--- config.mk ---
export PLATFORM = sky130hd
export DESIGN_NAME = riscv_lsu
export DESIGN_NICKNAME = d
export VERILOG_FILES = /design/src/rtl/lsu_pkg.sv /design/src/rtl/lsu_extract.sv /design/src/rtl/riscv_lsu.sv
export SDC_FILE = /design/constraint.sdc
export NUM_CORES = 1
export LEC_CHECK = 0
export CAP_MARGIN = 25
export CORE_ASPECT_RATIO = 1.2
export CORE_MARGIN = 2
export CORE_UTILIZATION = 39
export CTS_CLUSTER_DIAMETER = 100
export CTS_CLUSTER_SIZE = 8
export DETAILED_ROUTE_END_ITERATION = 8
export PLACE_DENSITY = 0.77
export SLEW_MARGIN = 20
export SYNTH_ARGS = -nofsm -noshare
export SYNTH_HDL_FRONTEND = slang
export SYNTH_SLANG_ARGS = --single-unit
--- constraint.sdc ---
create_clock -name clock -period 3.5 [get_ports clock]
set_clock_uncertainty 0.15 [all_clocks]
set_input_delay 0.525 -clock clock [delete_from_list [all_inputs] [get_ports clock]]
set_output_delay 0.525 -clock clock [all_outputs]
set_load 0.05 [all_outputs]
--- src/rtl/lsu_pkg.sv ---
// lsu_pkg: funct3 codes, memory width codes, LSU states and alignment helpers
// shared by riscv_lsu and lsu_extract.
package lsu_pkg;

    localparam logic [2:0] F3_B  = 3'd0;
    localparam logic [2:0] F3_H  = 3'd1;
    localparam logic [2:0] F3_W  = 3'd2;
    localparam logic [2:0] F3_BU = 3'd4;
    localparam logic [2:0] F3_HU = 3'd5;

    localparam logic [3:0] W_NONE = 4'd0;
    localparam logic [3:0] W_B    = 4'd1;
    localparam logic [3:0] W_H    = 4'd2;
    localparam logic [3:0] W_W    = 4'd4;

    localparam logic [31:0] ERROR_RDATA = 32'h0;

    typedef enum logic [2:0] {IDLE, ACC0, WAIT0, ACC1, WAIT1, RESP} state_t;

    function automatic logic misaligned(input logic [2:0] funct3, input logic [1:0] offset);
        return (funct3[1:0] == 2'd1 && offset[0]) || (funct3 == F3_W && offset != 2'd0);
    endfunction

    // Accesses that straddle a word boundary and therefore need a second read.
    function automatic logic needs_split(input logic [2:0] funct3, input logic [1:0] offset);
        return (funct3 == F3_W && offset != 2'd0) || (funct3[1:0] == 2'd1 && offset == 2'd3);
    endfunction

endpackage

--- src/rtl/lsu_extract.sv ---
// lsu_extract: picks the addressed byte/halfword/word out of the {hi,lo} read
// window and sign- or zero-extends it according to funct3.
module lsu_extract
    import lsu_pkg::*;
(
    input  logic [31:0] lo,
    input  logic [31:0] hi,
    input  logic [1:0]  offset,
    input  logic [2:0]  funct3,
    output logic [31:0] result
);
    logic [31:0] word;

    assign word   = 32'({hi, lo} >> {offset, 3'b000});
    assign result = funct3 == F3_B  ? {{24{word[7]}}, word[7:0]} :
                    funct3 == F3_BU ? {24'h0, word[7:0]} :
                    funct3 == F3_H  ? {{16{word[15]}}, word[15:0]} :
                    funct3 == F3_HU ? {16'h0, word[15:0]} : word;
endmodule

--- src/rtl/riscv_lsu.sv ---
// riscv_lsu: single-outstanding load/store unit driving a synchronous-read data memory.
// Define LSU_MISALIGNED_EN to split misaligned loads into two aligned word reads.
module riscv_lsu
    import lsu_pkg::*;
(
    input  logic        clock,
    input  logic        reset,
    input  logic        req_valid,
    output logic        req_ready,
    input  logic        req_write,
    input  logic [2:0]  req_funct3,
    input  logic [31:0] req_address,
    input  logic [31:0] req_wdata,
    output logic        resp_valid,
    output logic [31:0] resp_rdata,
    output logic        resp_error,
    output logic [31:0] mem_address,
    output logic [3:0]  mem_width,
    output logic        mem_write,
    output logic [31:0] mem_data_out,
    input  logic [31:0] mem_data_in
);
    state_t      state;
    logic        write_q;
    logic [2:0]  funct3_q;
    logic [1:0]  offset_q;
    logic [31:0] lo_in;
    logic [31:0] hi_in;
    logic [31:0] extracted;
    logic [3:0]  store_width;
    logic        bad_code;
    logic        illegal;

    assign bad_code    = req_funct3 == 3'd3 || req_funct3 >= 3'd6 || (req_write && req_funct3[2]);
    assign store_width = req_funct3 == F3_B ? W_B : req_funct3 == F3_H ? W_H : W_W;

`ifdef LSU_MISALIGNED_EN
    logic [29:0] base_q;
    logic        split_q;
    logic [31:0] lo_q;

    assign lo_in   = state == WAIT1 ? lo_q : mem_data_in;
    assign hi_in   = state == WAIT1 ? mem_data_in : 32'h0;
    assign illegal = bad_code || (req_write && misaligned(req_funct3, req_address[1:0]));
`else
    assign lo_in   = mem_data_in;
    assign hi_in   = 32'h0;
    assign illegal = bad_code || misaligned(req_funct3, req_address[1:0]);
`endif

    lsu_extract u_extract (
        .lo     (lo_in),
        .hi     (hi_in),
        .offset (offset_q),
        .funct3 (funct3_q),
        .result (extracted)
    );

    always_ff @(posedge clock or posedge reset) begin
        if (reset) begin
            state        <= IDLE;
            req_ready    <= 1'b1;
            resp_valid   <= 1'b0;
            resp_rdata   <= 32'h0;
            resp_error   <= 1'b0;
            mem_address  <= 32'h0;
            mem_width    <= W_NONE;
            mem_write    <= 1'b0;
            mem_data_out <= 32'h0;
            write_q      <= 1'b0;
            funct3_q     <= 3'd0;
            offset_q     <= 2'd0;
`ifdef LSU_MISALIGNED_EN
            base_q       <= 30'h0;
            split_q      <= 1'b0;
            lo_q         <= 32'h0;
`endif
        end else begin
            case (state)
                IDLE: if (req_valid) begin
                    req_ready <= 1'b0;
                    write_q   <= req_write;
                    funct3_q  <= req_funct3;
                    offset_q  <= req_address[1:0];
`ifdef LSU_MISALIGNED_EN
                    base_q    <= req_address[31:2];
                    split_q   <= !req_write && needs_split(req_funct3, req_address[1:0]);
`endif
                    if (illegal) begin
                        state      <= RESP;
                        resp_valid <= 1'b1;
                        resp_error <= 1'b1;
                        resp_rdata <= ERROR_RDATA;
                    end else begin
                        state        <= ACC0;
                        mem_address  <= req_write ? req_address : {req_address[31:2], 2'b00};
                        mem_width    <= req_write ? store_width : W_W;
                        mem_write    <= req_write;
                        mem_data_out <= req_write ? req_wdata : 32'h0;
                    end
                end
                ACC0: begin
                    mem_address  <= 32'h0;
                    mem_width    <= W_NONE;
                    mem_write    <= 1'b0;
                    mem_data_out <= 32'h0;
                    state        <= write_q ? RESP : WAIT0;
                    resp_valid   <= write_q;
                end
`ifdef LSU_MISALIGNED_EN
                WAIT0: if (split_q) begin
                    lo_q        <= mem_data_in;
                    mem_address <= {base_q + 30'd1, 2'b00};
                    mem_width   <= W_W;
                    state       <= ACC1;
                end else begin
                    resp_valid <= 1'b1;
                    resp_rdata <= extracted;
                    state      <= RESP;
                end
                ACC1: begin
                    mem_address <= 32'h0;
                    mem_width   <= W_NONE;
                    state       <= WAIT1;
                end
                WAIT1: begin
                    resp_valid <= 1'b1;
                    resp_rdata <= extracted;
                    state      <= RESP;
                end
`else
                WAIT0: begin
                    resp_valid <= 1'b1;
                    resp_rdata <= extracted;
                    state      <= RESP;
                end
`endif
                RESP: begin
                    resp_valid <= 1'b0;
                    resp_rdata <= 32'h0;
                    resp_error <= 1'b0;
                    req_ready  <= 1'b1;
                    state      <= IDLE;
                end
                default: state <= IDLE;
            endcase
        end
    end
endmodule

==> run summary, run 1 <==
TritonCTS built the clock tree. The worst setup margin is between 0.9 and 1 ns. The detail-routed net length per standard cell came out at ~17 microns. The quantity of hold-fixing buffers added after cts is 0.

The worst hold path belongs to the class register to register. The largest incremental delay on the critical path is between 0.5 and 0.6 ns. At the pin with the least slew margin, the transition time is about 0.78 ns. The cell area after placement came out at slightly above 7000 sq um.

For the finished layout, the period the worst path requires is 2.54 ns. The completed layout was analyzed and its total power is ~7.6 mW. The detailed-route wire length came out at 13.9 mm. The number of synthesized flops with an enable pin came out at 0. The full die area is 13900 sq um. The number of buffer and inverter stages on the critical path came out at 2. The average footprint of a synthesized cell came out at 11.5 sq um. The number of fill cells is between 1000 and 1500. Of the synthesized area, sequential elements account for 0.554. The row count came out at 45. The number of setup buffers added after CTS is 0. The total clock buffers created by CTS is 9.

Measured against its own limit, the worst slew margin works out to 0.477. The final net count came out at 740. The buffer depth of the longest clock path came out at 2. After synthesis, the share of flip-flops with an asynchronous set or reset is 1.00. The number of flip-flops and latches in the synthesized netlist is 112. The number of top-level design ports is roughly 210. The count of endpoints failing hold in the final timing report came out at 0. Traced cell by cell, the critical path runs through clkdlybuf4s50_1 > nor4_1 > nor2_1 > o21ai_4 > buf_4 > mux2i_1.

The count of different cell masters after synthesis came out at 46. The number of buffer cells added on primary ports is ~200. The largest net degree at the start of global routing came out at 113. The worst setup path is captured at a register.

Setup violations remaining at the end of the flow were counted as 0. In the final layout, the share of cells above drive strength 1 is 0.0625. Prior to clock tree synthesis, the placed netlist has a worst setup slack of 0.617 ns. The first-pass GRT wire length came out at around 22 mm. After detailed routing, the number of vias per cell comes to 5.21.

The routability-driven placement congestion ratio came out at 0.832. The non-filler instance count after layout is 804. The clock-pin slew of the registers on the worst-case setup and hold paths came out at about 0.070 ns. The initial utilization of the core area, before any placement, comes to 0.400. The classification of the worst setup path is primary input to register. The flow ran to the end, and the final reports show no timing, DRC or antenna violations. The commonest register cell after synthesis is dfrtp_1.

The power per cell area is about 1000 nW/um^2. In this run, the number of DRC markers left after iteration 0 of detailed routing was 230. The number of nets in the synthesized netlist came out at around 550.

During synthesis, Yosys emitted a total of 0 warnings. The number of sinks handled by clock tree synthesis is between 100 and 150. Before antenna repair, the detailed router went through 4 iterations.

The synthesized cell area is about 5100 sq um. The max-slew violation total from the final report is 0. For this run, design rule violations remaining after detail routing come to 0. Detailed routing inserted a total of 4191 vias. The clock insertion delay at the later pin of the skew report is between 0.3 and 0.4 ns. The kind of cell with the highest combined delay along the critical path is buffers and inverters. The data required time of the critical path came out at 3.61 ns. Once detail routing completed, the nets flagged for antenna violations numbered 0.

The part of the cycle the worst path needs is 0.725. The initial antenna violation count is 0. The number of max-capacitance violations reported is 0. The post-route worst hold slack is a little over 0.3 ns.

Measured along the y axis, the die boundary spans 129 microns. The global-route total usage across every layer came out at 0.205. The die width came out at 108 microns. The synthesized netlist cell count came out at 442. The total grt overflow is 0. The growth of design area from synthesis to finish came out at 49.2%. The final sum of negative setup slack came out at 0 ns. The number of global-route vias before repair was approximately 4400. The diode insertion count for antenna repair is 0. The final core utilization came out at 0.596. The cell at the root of the clock tree is clkbuf_16. The total number of H-tree levels came out at 3.

The most common cell after layout, fill and taps aside is clkdlybuf4s50_1. After legalization and detailed placement, the total HPWL measured 10.1 mm. The number of gates resized after CTS was 0. Setup repair after global routing left no endpoint under its margin. The setup check on the worst reg-to-reg path leaves a slack of between 1 and 1.5 ns. In the layout the commonest cells are clkdlybuf4s50_1, dfrtp_1, mux2i_1.

With fillers left out, the area of the finished cells amounts to approximately 7600 sq um. For this design, the slowest cell found on the critical path is clkdlybuf4s50_1. Of all nets on the critical path, the largest fanout is 30. The arrival time at the worst endpoint came out at 2.65 ns. Derived from the worst setup path, the maximum achievable clock frequency is about 400 MHz.

The area of the core region came out at ~13000 sq um. The cell total after placement came out at 790. The leakage power figure came out at 3.35 nW.

The critical path startpoint category is a primary input. The maximum ir drop on the vdd rail is about 0.43 mV.
==> layout make-up <==
cell class,count,area [sq um],share of cell area
clock inverter,3,67.6,0.00894
sequential,112,2800,0.371
inverter,35,135,0.0179
tap,164,205,0.0272
clock buffer,11,243,0.0321
timing repair buffer,216,2150,0.284
multi-input combinational,263,1950,0.259
==> power breakdown <==
group / switching, mW / internal [mW]
combinational: 2.75 / 1.57
clock: 0.440 / 0.640
sequential: 0.418 / 1.78
==> cell usage after synthesis, types with 2 or more instances <==
library cell | count | area [sq um]
mux2i_1 | 48 | 480
nand2_1 | 39 | 146
buf_1 | 2 | 7.51
buf_6 | 5 | 56.3
inv_1 | 35 | 131
a21oi_1 | 28 | 140
o221ai_1 | 2 | 17.5
a22o_1 | 43 | 377
o211ai_1 | 2 | 15.0
buf_2 | 11 | 55.1
o2bb2ai_1 | 16 | 140
buf_4 | 7 | 52.6
nor2b_1 | 8 | 50.1
mux2_2 | 5 | 56.3
a32o_1 | 8 | 80.1
nor2_1 | 17 | 63.8
dfrtp_1 | 111 | 2780
nand2b_1 | 2 | 12.5
o21ai_0 | 12 | 60.1
a211o_1 | 7 | 61.3
clkbuf_1 | 7 | 26.3
nand3_1 | 3 | 15.0
==> sequential cells by signal (all words and copies together) (netlist names) <==
signal and flops:
mem_write 1, state 3, offset_q 2, mem_width 3, mem_data_out 32, resp_valid 1
resp_rdata 32, write_q 1, mem_address 32, resp_error 1, req_ready 1, funct3_q 3
==> per-layer routing <==
| layer | GRT usage | wire (microns) | vias to the layer above |
|---|---|---|---|
| met5 | 0 | 0 | - |
| met4 | 0.0784 | 316 | 0 |
| met3 | 0.0446 | 1070 | 23 |
| met2 | 0.349 | 6770 | 167 |
| met1 | 0.256 | 5700 | 2039 |
| li1 | - | - | 1962 |
==> path summary, 6_finish.rpt <==
kind                            cells past startpoint                 start                          end
worst max-delay path                                6         req_funct3[0]  mem_address[19]$_DFFE_PP0P_
worst min-delay path                                1   write_q$_DFFE_PP0P_         state[1]$_DFFE_PP0P_
worst max register to register                      4  state[0]$_DFFE_PP0P_  mem_address[19]$_DFFE_PP0P_
worst min register to register                      1   write_q$_DFFE_PP0P_         state[1]$_DFFE_PP0P_
max in group asynchronous                           3                 reset   resp_rdata[27]$_DFFE_PP0P_
min in group asynchronous                           3                 reset  mem_address[13]$_DFFE_PP0P_
==> kinds of logic (layout without fill, tap and decap cells) <==
kind of cell           count (synthesis)  count (layout)  synth area share
DFF                                  112             112             0.554
AOI/OAI and AO/OA                    129             129             0.200
buffers and inverters                 67             265            0.0650
and+or+nand+nor                       80              80            0.0749
other                                  1               1          0.000741
muxes                                 53              53             0.106
Note: power is estimated with default switching activity, not from simulation.
==> inputs of run 2 (changes only) <==
==> constraint.sdc (replaced) <==
create_clock -name clock -period 2 [get_ports clock]
set_clock_uncertainty 0.15 [all_clocks]
set_input_delay 0.3 -clock clock [delete_from_list [all_inputs] [get_ports clock]]
set_output_delay 0.3 -clock clock [all_outputs]
set_load 0.05 [all_outputs]
==> run summary, run 2 (synthesized netlist as in run 1, its figures left out) <==
The run finished with clean final reports. The number of global-route vias before repair is roughly 4400. For this block, the initial DRC count from the detailed router was 277.

The power dissipated by switching net loads came out at 6.46 mW. The number of buffer cells added on primary ports is just over 200. Relative to the synthesized area, the layout overhead comes to 55.2%. Among all stages on the critical path, the largest delay is contributed by clkdlybuf4s50_1.

The largest incremental delay on the critical path came out at 0.81 ns. Data on the critical path is required at its endpoint by around 1.6 ns. For the worst setup path, the data arrival time is ~1.5 ns.

The count of endpoints failing hold in the final timing report is 0. The combinational power share came out at 0.592. The top cell types in the final layout, fill and taps aside, are clkdlybuf4s50_1, dfrtp_1, buf_4.

The total vias in the final route came out at between 4000 and 5000. The detail-routed via count per cell is slightly above 5. The critical path startpoint category is a register. The final critical path time including I/O delays and setup is 1.97 ns.

The starting density of the core came out at 0.400. The clock reaches the later pin of the worst-skew pair after ~0.34 ns. In this run the vertical extent of the chip is approximately 130 microns. Setup violations remaining at the end of the flow were counted as 0. The cell area after placement came out at between 7000 and 8000 sq um. The first-pass GRT wire length came out at 22.3 mm. The post-route worst hold slack is about 0.20 ns.

The achievable clock frequency came out at between 500 and 600 MHz. The routed design has between 10 and 15 mm of wire. The number of buffer and inverter stages on the critical path came out at 1.

On the critical path the largest part of the delay comes from buffers and inverters. The number of max-capacitance violations reported is 0. The CTS tree is done. The worst slew margin relative to its limit came out at 0.643. Setup total negative slack on the finished layout was measured at 0 ns.

The total clock buffers created by CTS is 9. The full die area is 13900 sq um. The maximum fanout along the worst path came out at 2. The initial antenna violation count is 1. The routability-driven placement congestion ratio is 0.882. The area of the core region is 12700 sq um. At the pin with the least slew margin, the transition time is approximately 0.53 ns.

The leakage power figure is 4.28 nW. Of the total power, the clock network draws 0.136. The internal portion of total power is slightly above 7 mW. The post-detailed-route count of antenna-violating nets came out at 0. By startpoint and endpoint, the worst setup path is classified as register to output pin.

The cell sitting at the root of the clock tree is a clkbuf_16. The number of sinks handled by clock tree synthesis is roughly 110. The share of final-layout standard cells stronger than drive strength 1 is 0.143. The fraction of power consumed by sequential logic is 0.273.

In the final layout, the registers with the most flip-flops are mem_address: 32 flops, mem_data_out: 32 flops, resp_rdata: 32 flops. The quantity of hold-fixing buffers added after cts came out at 0. The first-pass iteration count of the detailed router came out at 5.

The total grt overflow is 0. The library cell used most frequently in the layout, excluding fill and tap cells, is clkdlybuf4s50_1. The total power of the final layout came out at about 14 mW. Of the total power, the share spent switching nets is 0.477. The detailed placer's ending HPWL is between 10 and 15 mm. The max-slew violation total from the final report is 0.

The critical path capture point type is an output pin. The die width is about 110 microns. In the final routed layout, each cell accounts on average for around 17 microns. CTS built an H-tree with a depth of 3. The final core utilization came out at 0.620.

The setup slack on the worst flop-to-flop path is approximately 0.11 ns. The global-route total usage across every layer came out at 0.205. The power per cell area came out at about 1700 nW/um^2.

Walking the worst path, the cells encountered are clkdlybuf4s50_1. The number of top-level design ports is between 200 and 250. The row count is 45. Setup repair after global routing left no endpoint under its margin.

Counting along the longest clock path gives a buffer depth of 2. Entering global routing, the biggest net connects approximately 60 pins. Dividing the final minimum period by the clock period gives 0.985. After clock tree synthesis, the clock-pin slew on the worst setup and hold paths is 0.07 ns. The maximum ir drop on the vdd rail is between 0.7 and 0.8 mV. The final net count is 762.

The DRC violations left came out at 0. The path class of the tightest hold or removal check is primary input to register. The number of fill cells came out at approximately 1000. The final standard cell area without fillers is around 7900 sq um.
## run 2: cell count changes in the layout (fill, tap and decap cells not counted), moves of 2 or more
cell,change
clkinv_4,+3
dlymetal6s2s_1,+46
buf_4,+45
buf_12,+6
clkdlybuf4s50_1,-78
dlygate4sd2_1,+2
## run 2: final timing paths
| path | start | end | cells after the start |
|---|---|---|---|
| setup / recovery | mem_address[19]$_DFFE_PP0P_ | mem_address[19] | 1 |
| hold / removal | req_funct3[0] | mem_width[0]$_DFFE_PP0P_ | 3 |
| setup reg to reg | offset_q[0]$_DFFE_PP0P_ | resp_rdata[12]$_DFFE_PP0P_ | 5 |
| hold reg to reg | write_q$_DFFE_PP0P_ | state[1]$_DFFE_PP0P_ | 1 |
| max in group asynchronous | reset | req_ready$_DFFE_PP1P_ | 3 |
| min in group asynchronous | reset | mem_data_out[11]$_DFFE_PP0P_ | 3 |
## run 2: repair_timing
action,4_1_cts,5_1_grt
setup buffers,0,1
cloned,0,1
endpoints found under the hold margin,0,0
setup endpoints to repair,2,90
pin swaps,0,1
resized for setup,2,47
## run 2: cell type report
| class | instances | area (sq um) | area share |
|---|---|---|---|
| Antenna cell | 1 | 2.50 | 0.000318 |
| Clock buffer | 10 | 239 | 0.0304 |
| Clock inverter | 6 | 68.8 | 0.00876 |
| Inverter | 35 | 135 | 0.0172 |
| Multi-Input combinational cell | 263 | 1960 | 0.250 |
| Sequential cell | 112 | 2800 | 0.357 |
| Tap cell | 164 | 205 | 0.0261 |
| Timing Repair Buffer | 238 | 2440 | 0.311 |
## run 2: power by group through the flow
stage,logic [mW],registers [mW],clock network [mW]
after CTS,7.96,3.71,1.89
after detailed placement,7.97,3.73,0
after floorplan,2.74,6.26,0
after global placement,7.81,3.71,0
final,8.00,3.69,1.84
after global routing,8.47,3.80,1.97
## run 2: per-layer routing
metal,vias up,part of all wire,GRT usage
li1,2014,-,-
met1,2060,0.41,0.260
met2,179,0.49,0.334
met3,19,0.084,0.0517
met4,0,0.022,0.0890
met5,-,0,0
## run 2: metrics by stage
| step | setup WS [ns] | std cells |
|---|---|---|
| floorplan | 0.146 | 442 |
| global placement | -0.269 | 810 |
| detailed placement | -0.325 | 810 |
| CTS | 0.000519 | 826 |
| global route | 0.00110 | 828 |
| finish | 0.0308 | 829 |
==> inputs of run 3 (changes only) <==
--- a/config.mk
+++ b/config.mk
@@ -7,12 +7,12 @@
 export LEC_CHECK = 0
 export CAP_MARGIN = 25
 export CORE_ASPECT_RATIO = 1.2
-export CORE_MARGIN = 2
+export CORE_MARGIN = 1
 export CORE_UTILIZATION = 39
 export CTS_CLUSTER_DIAMETER = 100
 export CTS_CLUSTER_SIZE = 8
 export DETAILED_ROUTE_END_ITERATION = 8
-export PLACE_DENSITY = 0.77
+export PLACE_DENSITY = 0.83
 export SLEW_MARGIN = 20
 export SYNTH_ARGS = -nofsm -noshare
 export SYNTH_HDL_FRONTEND = slang
==> run summary, run 3 (synthesized netlist as in run 1, its figures left out) <==
The run finished with clean final reports. During I/O placement, the number of pins put on the boundary was roughly 210. The part of the cycle the worst path needs is 0.986. Timing analysis after detailed placement gives a worst setup slack of -0.403 ns. The number of global-route vias before repair was 4634. The detailed placer's ending HPWL came out at 10.4 mm.

The starting density of the core is 0.400. For this design the static power due to leakage is 4.37 nW. The DRC violations left is 0. The worst setup path is of the register to output pin kind. The type of the worst min-delay path is primary input to register. For hold timing, the worst endpoint is mem_width[0]$_DFFE_PP0P_. The total power of the final layout came out at roughly 14 mW. The achievable clock frequency came out at 507 MHz. The DRC violation total after the first TritonRoute iteration is 268. The post-route worst hold slack came out at roughly 0.21 ns.

The total grt overflow came out at 0. Among all stages on the critical path, the largest delay is contributed by clkdlybuf4s50_1. The first-pass GRT wire length came out at about 23 mm. The worst slew margin relative to its limit is 0.630. The end of the worst register-to-register path is resp_rdata[9]$_DFFE_PP0P_. The area of the core region came out at 12700 sq um.

The max-slew violation total from the final report came out at 0. The routability-driven placement congestion ratio came out at 0.823. Along the worst path, the maximum fanout reaches 2.

The quantity of hold-fixing buffers added after cts came out at 0. In this run the number of cells on the critical path is 1. The number of fill cells is 978. Clock-pin slew was measured on the worst setup and hold paths at about 0.08 ns. STA classifies the critical path startpoint as a register. Setup violations remaining at the end of the flow were counted as 0. STA classifies the critical path endpoint as an output pin. The row count is 45.

The number of cells traversed by the worst hold path came out at 3. The total vias in the final route is between 4000 and 5000. The non-filler instance count after layout is 832. For the worst-skew pair, the clock arrives at the later sink with an insertion delay of approximately 0.34 ns.

The data required time of the critical path is 1.55 ns. Data on the critical path arrives at its endpoint at 1.52 ns. In the final layout, the share of cells above drive strength 1 is 0.151. The post-detailed-route count of antenna-violating nets came out at 0.

Counting both buffers and inverters, the worst setup path holds a total of 1. The cell total after placement is 811. Leaving out fill and tap cells, the most frequent cell in the layout is clkdlybuf4s50_1. The power per cell area is 1730 nW/um^2. The signal on the critical path passes through clkdlybuf4s50_1.

On the worst path, the slowest cell contributes a delay of a little over 0.8 ns. The kind of cell with the highest combined delay along the critical path is buffers and inverters. In the global route stage, overall resource usage came out at 0.214. The tree is rooted in a clkbuf_16. The height of the chip came out at ~130 microns. The startpoint identified for the worst hold timing path is req_funct3[0]. In this run the critical register-to-register path is launched from state[0]$_DFFE_PP0P_. The final net count came out at between 700 and 800.

The detail-routed via count per cell is between 5 and 6. In the layout the commonest cells are clkdlybuf4s50_1, dfrtp_1, buf_4. The floorplan step defined a die boundary enclosing roughly 13000 sq um.

TritonCTS built the clock tree. The largest net degree at the start of global routing came out at 75. The initial antenna violation count was 0. The worst setup margin is roughly 0.029 ns. The number of cells on the worst reg-to-reg path came out at 7. The growth of design area from synthesis to finish came out at 56.1%.

In the final routed layout, each cell accounts on average for 17.5 microns. The final sum of negative setup slack is 0 ns. Summed over all layers, the routed wires come to between 10 and 15 mm. The maximum ir drop on the vdd rail came out at 0.782 mV. Across all register-to-register paths, the minimum setup slack is approximately 0.10 ns. The buffer depth of the longest clock path came out at 2. For the pin with the worst max-slew slack, the measured transition is roughly 0.55 ns. The final critical path time including I/O delays and setup came out at between 1.5 and 2 ns. The diode insertion count for antenna repair is 0. The number of max-capacitance violations reported is 0. The clock net in this run drives a total of 112 sinks. The total number of H-tree levels is 3. The largest registers in the layout are mem_address: 32 flops, mem_data_out: 32 flops, resp_rdata: 32 flops. The die is between 100 and 150 microns wide. Input and output buffers added on the ports amount to between 200 and 250. The total clock buffers created by CTS came out at 9. The first-pass iteration count of the detailed router came out at 4. The count of endpoints failing hold in the final timing report is 0.
[run 3: changes by cell type in the layout (fill, tap and decap cells not counted), moves of 2 or more]
cell             before  now
clkdlybuf4s50_1     127  121
dlymetal6s2s_1       46   52
buf_4                55   59
clkinv_4              3    1
inv_6                 0    2
[run 3: worst max path at each step]
stage	slack [ns]	endpoint	start
after floorplan	0.15	mem_width[0]$_DFFE_PP0P_	state[0]$_DFFE_PP0P_
after global placement	-0.26	resp_rdata[12]$_DFFE_PP0P_	req_address[0]
after detailed placement	-0.40	resp_rdata[27]$_DFFE_PP0P_	req_address[0]
after CTS	0.001	mem_data_out[10]	mem_data_out[10]$_DFFE_PP0P_
after global routing	-0.0005	resp_rdata[18]$_DFFE_PP0P_	req_funct3[1]
final	0.03	mem_address[3]	mem_address[3]$_DFFE_PP0P_
[run 3: metrics by stage]
stage          instance area [sq um]  utilization
2_1_floorplan                   5070            -
3_3_place_gp                    7390        0.583
3_5_place_dp                    7390        0.583
4_1_cts                         7690        0.607
5_1_grt                         7910        0.624
6_report                        7910        0.624
[run 3: layout make-up]
| cell class | count | area, sq um | share of cell area |
|---|---|---|---|
| Multi-Input combinational cell | 263 | 1970 | 0.249 |
| Tap cell | 164 | 205 | 0.0260 |
| Timing Repair Buffer | 242 | 2490 | 0.316 |
| Inverter | 35 | 135 | 0.0171 |
| Clock buffer | 10 | 229 | 0.0290 |
| Clock inverter | 6 | 66.3 | 0.00839 |
| Sequential cell | 112 | 2800 | 0.355 |
[run 3: routing by layer]
| layer | routed length, microns | global-route usage |
|---|---|---|
| met1 | 5800 | 0.259 |
| met2 | 7670 | 0.374 |
| met3 | 865 | 0.0421 |
| met4 | 263 | 0.0809 |
| met5 | 0 | 0 |
[run 3: repair_timing]
action                     CTS  global route
buffers inserted             0             2
pin swaps                    0             2
setup endpoints to repair   41           119
gates resized for setup      2            54
gates cloned                 0             3
[run 3: power breakdown]
part / switching [mW] / internal [mW] / leakage (nW) / total, mW
Combinational: 5.12 / 3.01 / 2.76 / 8.14
Sequential: 0.589 / 3.12 / 1.47 / 3.71
Clock: 0.834 / 0.981 / 0.147 / 1.82
Total: 6.55 / 7.12 / 4.37 / 13.7
